--- src/rtl/mem_req_arbiter.sv ---
// Round-robin arbiter that funnels NREQ requesters onto one DRAM request port, one transaction at a time.
// Define MEM_ARB_TIMEOUT_EN to add a watchdog that retires transactions stuck in WAIT.
module mem_req_arbiter #(
  parameter int unsigned NREQ      = 2,
  parameter int unsigned AWIDTH    = 32,
  parameter int unsigned DWIDTH    = 128,
  parameter int unsigned TO_CYCLES = 1024
) (
  input  logic                     clk,
  input  logic                     rst,
  input  logic [NREQ-1:0]          req_wstart_rq,
  input  logic [NREQ*AWIDTH-1:0]   req_win_addr,
  input  logic [NREQ*DWIDTH-1:0]   req_in_wdata,
  input  logic [NREQ*DWIDTH/8-1:0] req_in_mask,
  output logic [NREQ-1:0]          req_finish_wresp,
  input  logic [NREQ-1:0]          req_rstart_rq,
  input  logic [NREQ*AWIDTH-1:0]   req_rin_addr,
  output logic [DWIDTH-1:0]        req_rdat_m_data,
  output logic [NREQ-1:0]          req_rdat_m_valid,
  output logic [NREQ-1:0]          req_finish_mrd,
  output logic                     m_wstart_rq,
  output logic [AWIDTH-1:0]        m_win_addr,
  output logic [DWIDTH-1:0]        m_in_wdata,
  output logic [DWIDTH/8-1:0]      m_in_mask,
  input  logic                     m_finish_wresp,
  output logic                     m_rstart_rq,
  output logic [AWIDTH-1:0]        m_rin_addr,
  input  logic [DWIDTH-1:0]        m_rdat_m_data,
  input  logic                     m_rdat_m_valid,
  input  logic                     m_finish_mrd,
  output logic                     busy,
  output logic [2:0]               owner,
  output logic                     overrun_err,
  output logic                     timeout_err,
  input  logic                     err_clr
);

  localparam int unsigned MWIDTH = DWIDTH / 8;
  localparam int unsigned IW     = (NREQ > 1) ? $clog2(NREQ) : 1;

  if (NREQ < 1 || NREQ > 8 || TO_CYCLES < 2) begin : g_bad_param
    $error("mem_req_arbiter: NREQ must be 1..8 and TO_CYCLES at least 2");
  end

  typedef enum logic [2:0] {IDLE, WISSUE, WWAIT, RISSUE, RWAIT} state_t;

  state_t state, state_nxt;

  logic [NREQ-1:0]   wpend, rpend;
  logic [AWIDTH-1:0] waddr [NREQ];
  logic [DWIDTH-1:0] wdata [NREQ];
  logic [MWIDTH-1:0] wmask [NREQ];
  logic [AWIDTH-1:0] raddr [NREQ];

  logic [IW-1:0]   rr, cur;
  logic [IW-1:0]   idx_c, gidx_c;
  logic            found_c, gwrite_c, grant_c;
  logic            wdone_c, rdone_c, beat_ok_c, to_hit_c, ovr_evt_c;
  logic [NREQ-1:0] wclr_c, rclr_c, beat_c;
  logic [NREQ-1:0] wfree_c, rfree_c, wacc_c, racc_c;

  // Round-robin search from rr upward with wrap; write wins over read within a requester.
  always_comb begin
    found_c  = 1'b0;
    gidx_c   = '0;
    gwrite_c = 1'b0;
    idx_c    = rr;
    for (int k = 0; k < int'(NREQ); k++) begin
      if (!found_c && (wpend[idx_c] || rpend[idx_c])) begin
        found_c  = 1'b1;
        gidx_c   = idx_c;
        gwrite_c = wpend[idx_c];
      end
      idx_c = (idx_c == IW'(NREQ - 1)) ? '0 : idx_c + 1'b1;
    end
  end

  assign grant_c   = (state == IDLE) && found_c;
  assign wdone_c   = (state == WWAIT) && (m_finish_wresp || to_hit_c);
  assign rdone_c   = (state == RWAIT) && (m_finish_mrd || to_hit_c);
  assign beat_ok_c = m_rdat_m_valid && (state == RISSUE || state == RWAIT);

  // Per-requester completion and beat routing to the current owner.
  always_comb begin
    wclr_c = '0;
    rclr_c = '0;
    beat_c = '0;
    for (int i = 0; i < int'(NREQ); i++) begin
      wclr_c[i] = wdone_c && (cur == IW'(i));
      rclr_c[i] = rdone_c && (cur == IW'(i));
      beat_c[i] = beat_ok_c && (cur == IW'(i));
    end
  end

  // A slot completing this cycle counts as free, so a same-cycle start is accepted.
  assign wfree_c   = ~wpend | wclr_c;
  assign rfree_c   = ~rpend | rclr_c;
  assign wacc_c    = req_wstart_rq & wfree_c;
  assign racc_c    = req_rstart_rq & rfree_c;
  assign ovr_evt_c = |(req_wstart_rq & ~wfree_c) || |(req_rstart_rq & ~rfree_c);

  always_comb begin
    state_nxt = state;
    case (state)
      IDLE:    if (found_c) state_nxt = gwrite_c ? WISSUE : RISSUE;
      WISSUE:  state_nxt = WWAIT;
      WWAIT:   if (wdone_c) state_nxt = IDLE;
      RISSUE:  state_nxt = RWAIT;
      RWAIT:   if (rdone_c) state_nxt = IDLE;
      default: state_nxt = IDLE;
    endcase
  end

  // Request slots.
  always_ff @(posedge clk or posedge rst) begin
    if (rst) begin
      wpend <= '0;
      rpend <= '0;
      for (int i = 0; i < int'(NREQ); i++) begin
        waddr[i] <= '0;
        wdata[i] <= '0;
        wmask[i] <= '0;
        raddr[i] <= '0;
      end
    end else begin
      wpend <= (wpend & ~wclr_c) | wacc_c;
      rpend <= (rpend & ~rclr_c) | racc_c;
      for (int i = 0; i < int'(NREQ); i++) begin
        if (wacc_c[i]) begin
          waddr[i] <= req_win_addr[i*AWIDTH +: AWIDTH];
          wdata[i] <= req_in_wdata[i*DWIDTH +: DWIDTH];
          wmask[i] <= req_in_mask[i*MWIDTH +: MWIDTH];
        end
        if (racc_c[i]) raddr[i] <= req_rin_addr[i*AWIDTH +: AWIDTH];
      end
    end
  end

  // FSM state and registered outputs.
  always_ff @(posedge clk or posedge rst) begin
    if (rst) begin
      state            <= IDLE;
      rr               <= '0;
      cur              <= '0;
      owner            <= '0;
      busy             <= 1'b0;
      m_wstart_rq      <= 1'b0;
      m_rstart_rq      <= 1'b0;
      m_win_addr       <= '0;
      m_in_wdata       <= '0;
      m_in_mask        <= '0;
      m_rin_addr       <= '0;
      req_finish_wresp <= '0;
      req_finish_mrd   <= '0;
      req_rdat_m_valid <= '0;
      req_rdat_m_data  <= '0;
      overrun_err      <= 1'b0;
    end else begin
      state            <= state_nxt;
      busy             <= (state_nxt != IDLE);
      m_wstart_rq      <= (state_nxt == WISSUE);
      m_rstart_rq      <= (state_nxt == RISSUE);
      req_finish_wresp <= wclr_c;
      req_finish_mrd   <= rclr_c;
      req_rdat_m_valid <= beat_c;
      if (beat_ok_c) req_rdat_m_data <= m_rdat_m_data;
      if (grant_c) begin
        cur   <= gidx_c;
        owner <= 3'(gidx_c);
        if (gwrite_c) begin
          m_win_addr <= waddr[gidx_c];
          m_in_wdata <= wdata[gidx_c];
          m_in_mask  <= wmask[gidx_c];
        end else begin
          m_rin_addr <= raddr[gidx_c];
        end
      end
      if (wdone_c || rdone_c) rr <= (cur == IW'(NREQ - 1)) ? '0 : cur + 1'b1;
      overrun_err <= ovr_evt_c || (overrun_err && !err_clr);
    end
  end

`ifdef MEM_ARB_TIMEOUT_EN
  logic [15:0] to_cnt;
  logic        to_evt_c;

  // Counter sits at 0 while idle, so it reads k on the k-th cycle after the issue pulse.
  assign to_hit_c = (state == WWAIT || state == RWAIT) && (to_cnt == 16'(TO_CYCLES - 1));
  assign to_evt_c = to_hit_c && !((state == WWAIT) ? m_finish_wresp : m_finish_mrd);

  always_ff @(posedge clk or posedge rst) begin
    if (rst) begin
      to_cnt      <= '0;
      timeout_err <= 1'b0;
    end else begin
      to_cnt      <= (state == IDLE) ? '0 : to_cnt + 16'd1;
      timeout_err <= to_evt_c || (timeout_err && !err_clr);
    end
  end
`else
  assign to_hit_c    = 1'b0;
  assign timeout_err = 1'b0;
`endif

endmodule

--- config.mk ---
export PLATFORM = sky130hd
export DESIGN_NAME = mem_req_arbiter
export DESIGN_NICKNAME = d
export VERILOG_FILES = /design/src/rtl/mem_req_arbiter.sv
export SDC_FILE = /design/constraint.sdc
export NUM_CORES = 1
export LEC_CHECK = 0
export CORE_AREA = 2 2 356 358
export CTS_CLUSTER_DIAMETER = 200
export CTS_CLUSTER_SIZE = 28
export DETAILED_ROUTE_END_ITERATION = 7
export DIE_AREA = 0 0 358 360
export GPL_TIMING_DRIVEN = 0
export PLACE_DENSITY_LB_ADDON = 0.08
export SETUP_SLACK_MARGIN = 0.02
export SLEW_MARGIN = 10
export SYNTH_ARGS = -nofsm -noshare
export SYNTH_HDL_FRONTEND = slang
export SYNTH_SLANG_ARGS = --single-unit
--- constraint.sdc ---
create_clock -name clk -period 52.7 [get_ports clk]
set_clock_uncertainty 0.15 [all_clocks]
set_input_delay 5.27 -clock clk [delete_from_list [all_inputs] [get_ports clk]]
set_output_delay 5.27 -clock clk [all_outputs]
set_load 0.02 [all_outputs]
==> results.ini, run 1 <==
[final_layout]
final_common_cell = clkdlybuf4s50_1
area.growth.synth_to_final_pct = 38.9
layout-drive-gt1-share = 0.327
final_area_sq_um = 43300
fill_cells = 12100
layout_common_cells = clkdlybuf4s50_1 (900), mux2_2 (789), dfrtp_1 (771)
final_net_count = 3407

[routing]
route.detailed.drc = 0
num_vias = 19600
drtIter0Drc = 640
firstDrtPassIters = 4
route.antenna.remaining_nets = 0
avgViaCountPerCell = 4.32
drt_wl_total_microns = 115000
routedWlPerCell_microns = 25.4

[timing]
layout_setup_ws_ns = 44.92
slew_viol_final = 0
fin_crit_sh = 0.148
hold_viol = 0
fmax_ghz = 0.129
setup_tns_ns = 0
holdWs_ns = 0.348
maxSlewHeadroom = 0.131
setup_violations = 0
rsz0062_at_grt = no
min_period_ns = 7.78
tightest_slew_ns = 1.30

[clock_network]
worstSkewPairLatency_ns = 0.68
cts_made_buffers = 31
cts_resized = 0
cts_tree = done
htree_levels = 1
cts.clk_slew.worst_paths_ns = 0.12
cts_setup_buffers = 0
cts_hold_buf = 0
clock_path_buffers = 3
clock_sinks = 771
cts_root_buf = clkbuf_16

[grt]
overflow = 0
grt_pass1_wl_microns = 162000
grt_max_degree = 116
antenna_found_initial = 72
grt_pass1_vias = 22100
grt_use_total = 0.174

[floorplanning]
coreArea_sq_um = 125000
fp.dieH_microns = 360
die-area_sq_um = 129000
ios = 904
initial_core_util = 0.250
rows = 130
die_x_microns = 358

[yosys]
syn_avg_cell_area_sq_um = 16.3
synth-async-reset-ratio = 1.00
yosysWarnings = 0
yosysSeqAreaShare = 0.618
synth-edff-count = 0
syn_area_sq_um = 31200
syn_inst = 1911
ys_types = 32
synth_flop_cell = dfrtp_1
synth_seq_cells = 771

[power]
power_density_nw_per_um2 = 60.3
leakage_nw = 18.1
vdd_drop_max_v = 0.0000278
total_power_w = 0.00262

[setup_path]
path_class = in2reg
crit_arrival_ns = 8.20
path_max_fanout = 10
required_ns = 53.12
crit_path_start_kind = input port
end_kind = flip-flop

[place]
port_buffers = 900
placed_cell_area_sq_um = 42500
dp_slack_ns = 44.05
dp_hpwl_microns = 90400
place_congestion = 0.803

[hold_path]
hp-class = reg2reg

[flow_run]
cap_violations = 0

[status]
status = complete, no violations

-- kinds of logic after synthesis --
logic type | share of synthesized area
mux | 0.346
flops | 0.618
buf+inv | 0.0236
simple gates | 0.00626
compound gates | 0.00537
other cells | 0.000120
-- state kept, by name, summed over array words and instances, names as in the netlist --
register	count
overrun_err	1
m_in_wdata	128
cur	1
req_finish_wresp	2
wpend	2
waddr	64
m_rstart_rq	1
m_in_mask	16
raddr	64
busy	1
req_finish_mrd	2
wmask	32
state	3
m_rin_addr	32
req_rdat_m_valid	2
rr	1
req_rdat_m_data	128
m_wstart_rq	1
wdata	256
m_win_addr	32
rpend	2
-- final timing paths --
| path | cells past startpoint | to | start | slack (ns) |
|---|---|---|---|---|
| setup / recovery | 5 | req_rdat_m_data[10]$_DFFE_PP0P_ | m_rdat_m_valid | 44.92 |
| hold / removal | 1 | wdata[13]$_DFFE_PP0P_ | wdata[13]$_DFFE_PP0P_ | 0.35 |
| setup reg to reg | 7 | req_rdat_m_data[10]$_DFFE_PP0P_ | state[0]$_DFF_PP0_ | 48.80 |
| hold reg to reg | 1 | wdata[13]$_DFFE_PP0P_ | wdata[13]$_DFFE_PP0P_ | 0.35 |
| max in group asynchronous | 6 | raddr[20]$_DFFE_PP0P_ | rst | 44.99 |
| min in group asynchronous | 2 | req_rdat_m_data[75]$_DFFE_PP0P_ | rst | 4.96 |
-- through the flow --
step                 util  instances
floorplan               -       1913
global placement    0.339       4463
detailed placement  0.340       4470
CTS                 0.346       4502
global route        0.347       4516
finish              0.347       4530
-- metal layers --
| layer | share of wire | vias up | global-route usage |
|---|---|---|---|
| met3 | 0.10 | 159 | 0.0785 |
| met4 | 0.029 | 72 | 0.0532 |
| met2 | 0.51 | 570 | 0.307 |
| met1 | 0.36 | 10100 | 0.184 |
| li1 | - | 8641 | - |
| met5 | 0.0041 | - | 0 |
-- final cells by class --
type | instances | area [sq um] | share of cell area
multi-input cells | 1022 | 11200 | 0.258
plain buffers | 112 | 706 | 0.0163
clock inverters | 1 | 16.3 | 0.000375
repair buffers | 907 | 9200 | 0.212
clock buffers | 31 | 776 | 0.0179
inverters | 8 | 37.5 | 0.000866
diodes | 28 | 70.1 | 0.00162
well taps | 1650 | 2060 | 0.0476
flip-flops and latches | 771 | 19300 | 0.445
-- power breakdown --
group          leakage (nW)  total (W)  internal, W  switching, W
Combinational          8.39    0.00128     0.000693      0.000587
Sequential             9.33    0.00103     0.000888      0.000145
Clock                 0.389   0.000302     0.000106      0.000196
Total                  18.1    0.00262      0.00169      0.000928
-- critical path, cell delays in order --
cell	delay (ns)
clkdlybuf4s50_1	0.41
o21ai_1	0.67
clkbuf_1	0.87
buf_2	0.55
mux2_2	0.39
-- synthesized netlist by cell type (all sizes together), types with 3 or more instances --
master,instances,area share
mux2,960,0.35
dfrtp,771,0.62
buf,106,0.022
nor2,14,0.0017
nand2,13,0.0016
inv,8,0.00096
clkbuf,6,0.00072
o22ai,6,0.0012
nor3,4,0.0010
o21ai,4,0.00064
a21oi,3,0.00048
nor4,3,0.00060
No activity file was read; power rests on OpenSTA's default activity.
==> run 2: changes to the inputs <==
- clock period: 52.7 -> 6.25 ns (I/O delays scaled with it)
==> run 2 against run 1 <==
Sequential share of layout area down 0.34 points. Critical path type is now reg2reg. First-iteration DRC count is 16% lower. Power rose to 8.4 times the previous value. Via count down 0.45%. Global-route usage fell by 0.86 points. Non-clock buffer count grew 18. Routed wire length down 5.0%. Die area is the same. Sequential power grew to 8.5 times the previous value. Final cell count grew 0.53%.
==> results.ini, run 2 (synthesis results as in run 1) <==
[final_layout]
layout_common_cells = clkdlybuf4s50_1 (900), mux2_2 (789), dfrtp_1 (771)  ; unchanged
regMostFlops = wdata  ; unchanged
fill_cells = 12000  ; was 12,100
final_area_sq_um = 43700  ; was 43,300 sq um
area.growth.synth_to_final_pct = 40.0  ; was 38.9%
largest_reg_flops = 256  ; unchanged
layout-drive-gt1-share = 0.332  ; was 0.327
final_common_cell = clkdlybuf4s50_1  ; unchanged
final_net_count = 3425  ; was 3,407
finalNonFillerCells = 4554  ; was 4,530
final_util = 0.350  ; was 0.347
reg_top3 = wdata (256), m_in_wdata (128), req_rdat_m_data (128)  ; unchanged

[power]
leakage_nw = 18.3  ; was 18.1 nW
power_density_nw_per_um2 = 501  ; was 60.3 nW/um^2
vdd_drop_max_v = 0.000277  ; was 0.0000278 V

[setup_path]
path_max_fanout = 10  ; unchanged
rr_worst_depth = 8  ; was 7
cp_slowest_cell = clkbuf_1  ; unchanged
crit_path_max_incr_delay_ns = 0.77  ; was 0.87 ns
path_class = reg2reg  ; was in2reg
end_kind = flip-flop  ; unchanged
r2r_slack_ns = 3.06  ; was 48.80 ns
crit_cells = 8  ; was 5
path_cells = buf_2 -> nand2_1 -> nor2_1 -> o21ai_2 -> buf_8 -> clkbuf_1 -> buf_2 -> mux2_2  ; was clkdlybuf4s50_1 -> o21ai_1 -> clkbuf_1 -> buf_2 -> mux2_2
crit_arrival_ns = 3.60  ; was 8.20 ns
path_buf_inv = 4  ; was 3
crit_top_cell = buf_2
cpLargestDelayFamily = buffers and inverters  ; unchanged
crit_path_start_kind = flip-flop  ; was input port
required_ns = 6.66  ; was 53.12 ns

[floorplanning]
die_x_microns = 358  ; unchanged
fp.dieH_microns = 360  ; unchanged
initial_core_util = 0.250  ; unchanged
die-area_sq_um = 129000  ; unchanged
coreArea_sq_um = 125000  ; unchanged
ios = 904  ; unchanged
rows = 130  ; unchanged

[clock_network]
cts_root_buf = clkbuf_16  ; unchanged
cts_setup_buffers = 0  ; unchanged
cts_made_buffers = 31  ; unchanged
htree_levels = 1  ; unchanged
clock_path_buffers = 3  ; unchanged
cts.clk_slew.worst_paths_ns = 0.12  ; about the same
cts_tree = done  ; unchanged
cts_resized = 0  ; unchanged
cts_hold_buf = 0  ; unchanged
clock_sinks = 771  ; unchanged
worstSkewPairLatency_ns = 0.68  ; about the same

[timing]
maxSlewHeadroom = 0.326  ; was 0.131
rsz0062_at_grt = no  ; unchanged
fmax_ghz = 0.314
hold_viol = 0  ; unchanged
slew_viol_final = 0  ; unchanged
min_period_ns = 3.19
fin_crit_sh = 0.510
tightest_slew_ns = 1.01  ; was 1.30 ns
layout_setup_ws_ns = 3.06  ; was 44.92 ns
holdWs_ns = 0.212  ; was 0.348 ns
setup_violations = 0  ; unchanged

[grt]
grt_use_total = 0.166  ; was 0.174
use_met2 = 0.297  ; was 0.307
grt_pass1_wl_microns = 156000  ; was 162,000 microns
met1_usage = 0.178  ; was 0.184
overflow = 0  ; unchanged
antenna_found_initial = 64  ; was 72
top_usage_layer = met2  ; unchanged
grt_max_degree = 40  ; was 116
grt_pass1_vias = 22100  ; about the same
use_met3 = 0.0595  ; was 0.0785

[status]
status = complete, no violations  ; unchanged

[place]
dp_slack_ns = 2.61  ; was 44.05 ns
port_buffers = 900  ; unchanged
placed_cell_area_sq_um = 42800  ; was 42,500 sq um
place_congestion = 0.787  ; was 0.803
dp_hpwl_microns = 87300  ; was 90,400 microns
place_inst = 4488  ; was 4,470

[routing]
num_vias = 19500  ; was 19,600
drt_wl_total_microns = 110000  ; was 115,000 microns
firstDrtPassIters = 4  ; unchanged
route.antenna.remaining_nets = 0  ; unchanged
drtIter0Drc = 535  ; was 640
route.detailed.drc = 0  ; unchanged
avgViaCountPerCell = 4.28  ; was 4.32
routedWlPerCell_microns = 24.1  ; was 25.4 microns

[flow_run]
cap_violations = 0  ; unchanged

[hold_path]
hp-class = in2async  ; was reg2reg

[run 2: cell type report]
class / count / area [sq um] / share of cell area
Clock inverter: 2 / 25.0 / 0.000573
Tap cell: 1650 / 2060 / 0.0473
Clock buffer: 31 / 776 / 0.0178
Antenna cell: 33 / 82.6 / 0.00189
Timing Repair Buffer: 925 / 9510 / 0.218
Sequential cell: 771 / 19300 / 0.442
Multi-Input combinational cell: 1022 / 11200 / 0.256
Buffer: 112 / 706 / 0.0162
Inverter: 8 / 33.8 / 0.000773
[run 2: power by group]
| part | internal [W] | total [W] | switching (W) | leakage [nW] |
|---|---|---|---|---|
| Combinational | 0.00587 | 0.0107 | 0.00479 | 8.54 |
| Sequential | 0.00749 | 0.00871 | 0.00122 | 9.33 |
| Clock | 0.000899 | 0.00250 | 0.00160 | 0.394 |
| Total | 0.0143 | 0.0219 | 0.00761 | 18.3 |
[run 2: metrics by stage]
step | TNS [ns] | total power, W
after global placement | -7687.08 | 0.0194
after global routing | 0 | 0.0233
after floorplan | -3932.17 | 0.0151
after CTS | 0 | 0.0224
final | 0 | 0.0219
after detailed placement | 0 | 0.0198
[run 2: path summary, 6_finish.rpt]
check / end / start
hold / removal: req_rdat_m_data[65]$_DFFE_PP0P_ / rst
setup / recovery: req_rdat_m_data[87]$_DFFE_PP0P_ / state[0]$_DFF_PP0_
hold reg to reg: m_in_wdata[61]$_DFFE_PP0P_ / m_in_wdata[61]$_DFFE_PP0P_
max in group asynchronous: raddr[51]$_DFFE_PP0P_ / rst
min in group clk: m_in_wdata[61]$_DFFE_PP0P_ / m_in_wdata[61]$_DFFE_PP0P_
setup reg to reg: req_rdat_m_data[87]$_DFFE_PP0P_ / state[0]$_DFF_PP0_
[run 2: metal layers]
metal  routed length, microns  part of all wire
met1                    39700              0.36
met3                     9370             0.086
met4                     2940             0.027
met5                      346            0.0032
met2                    57200              0.52
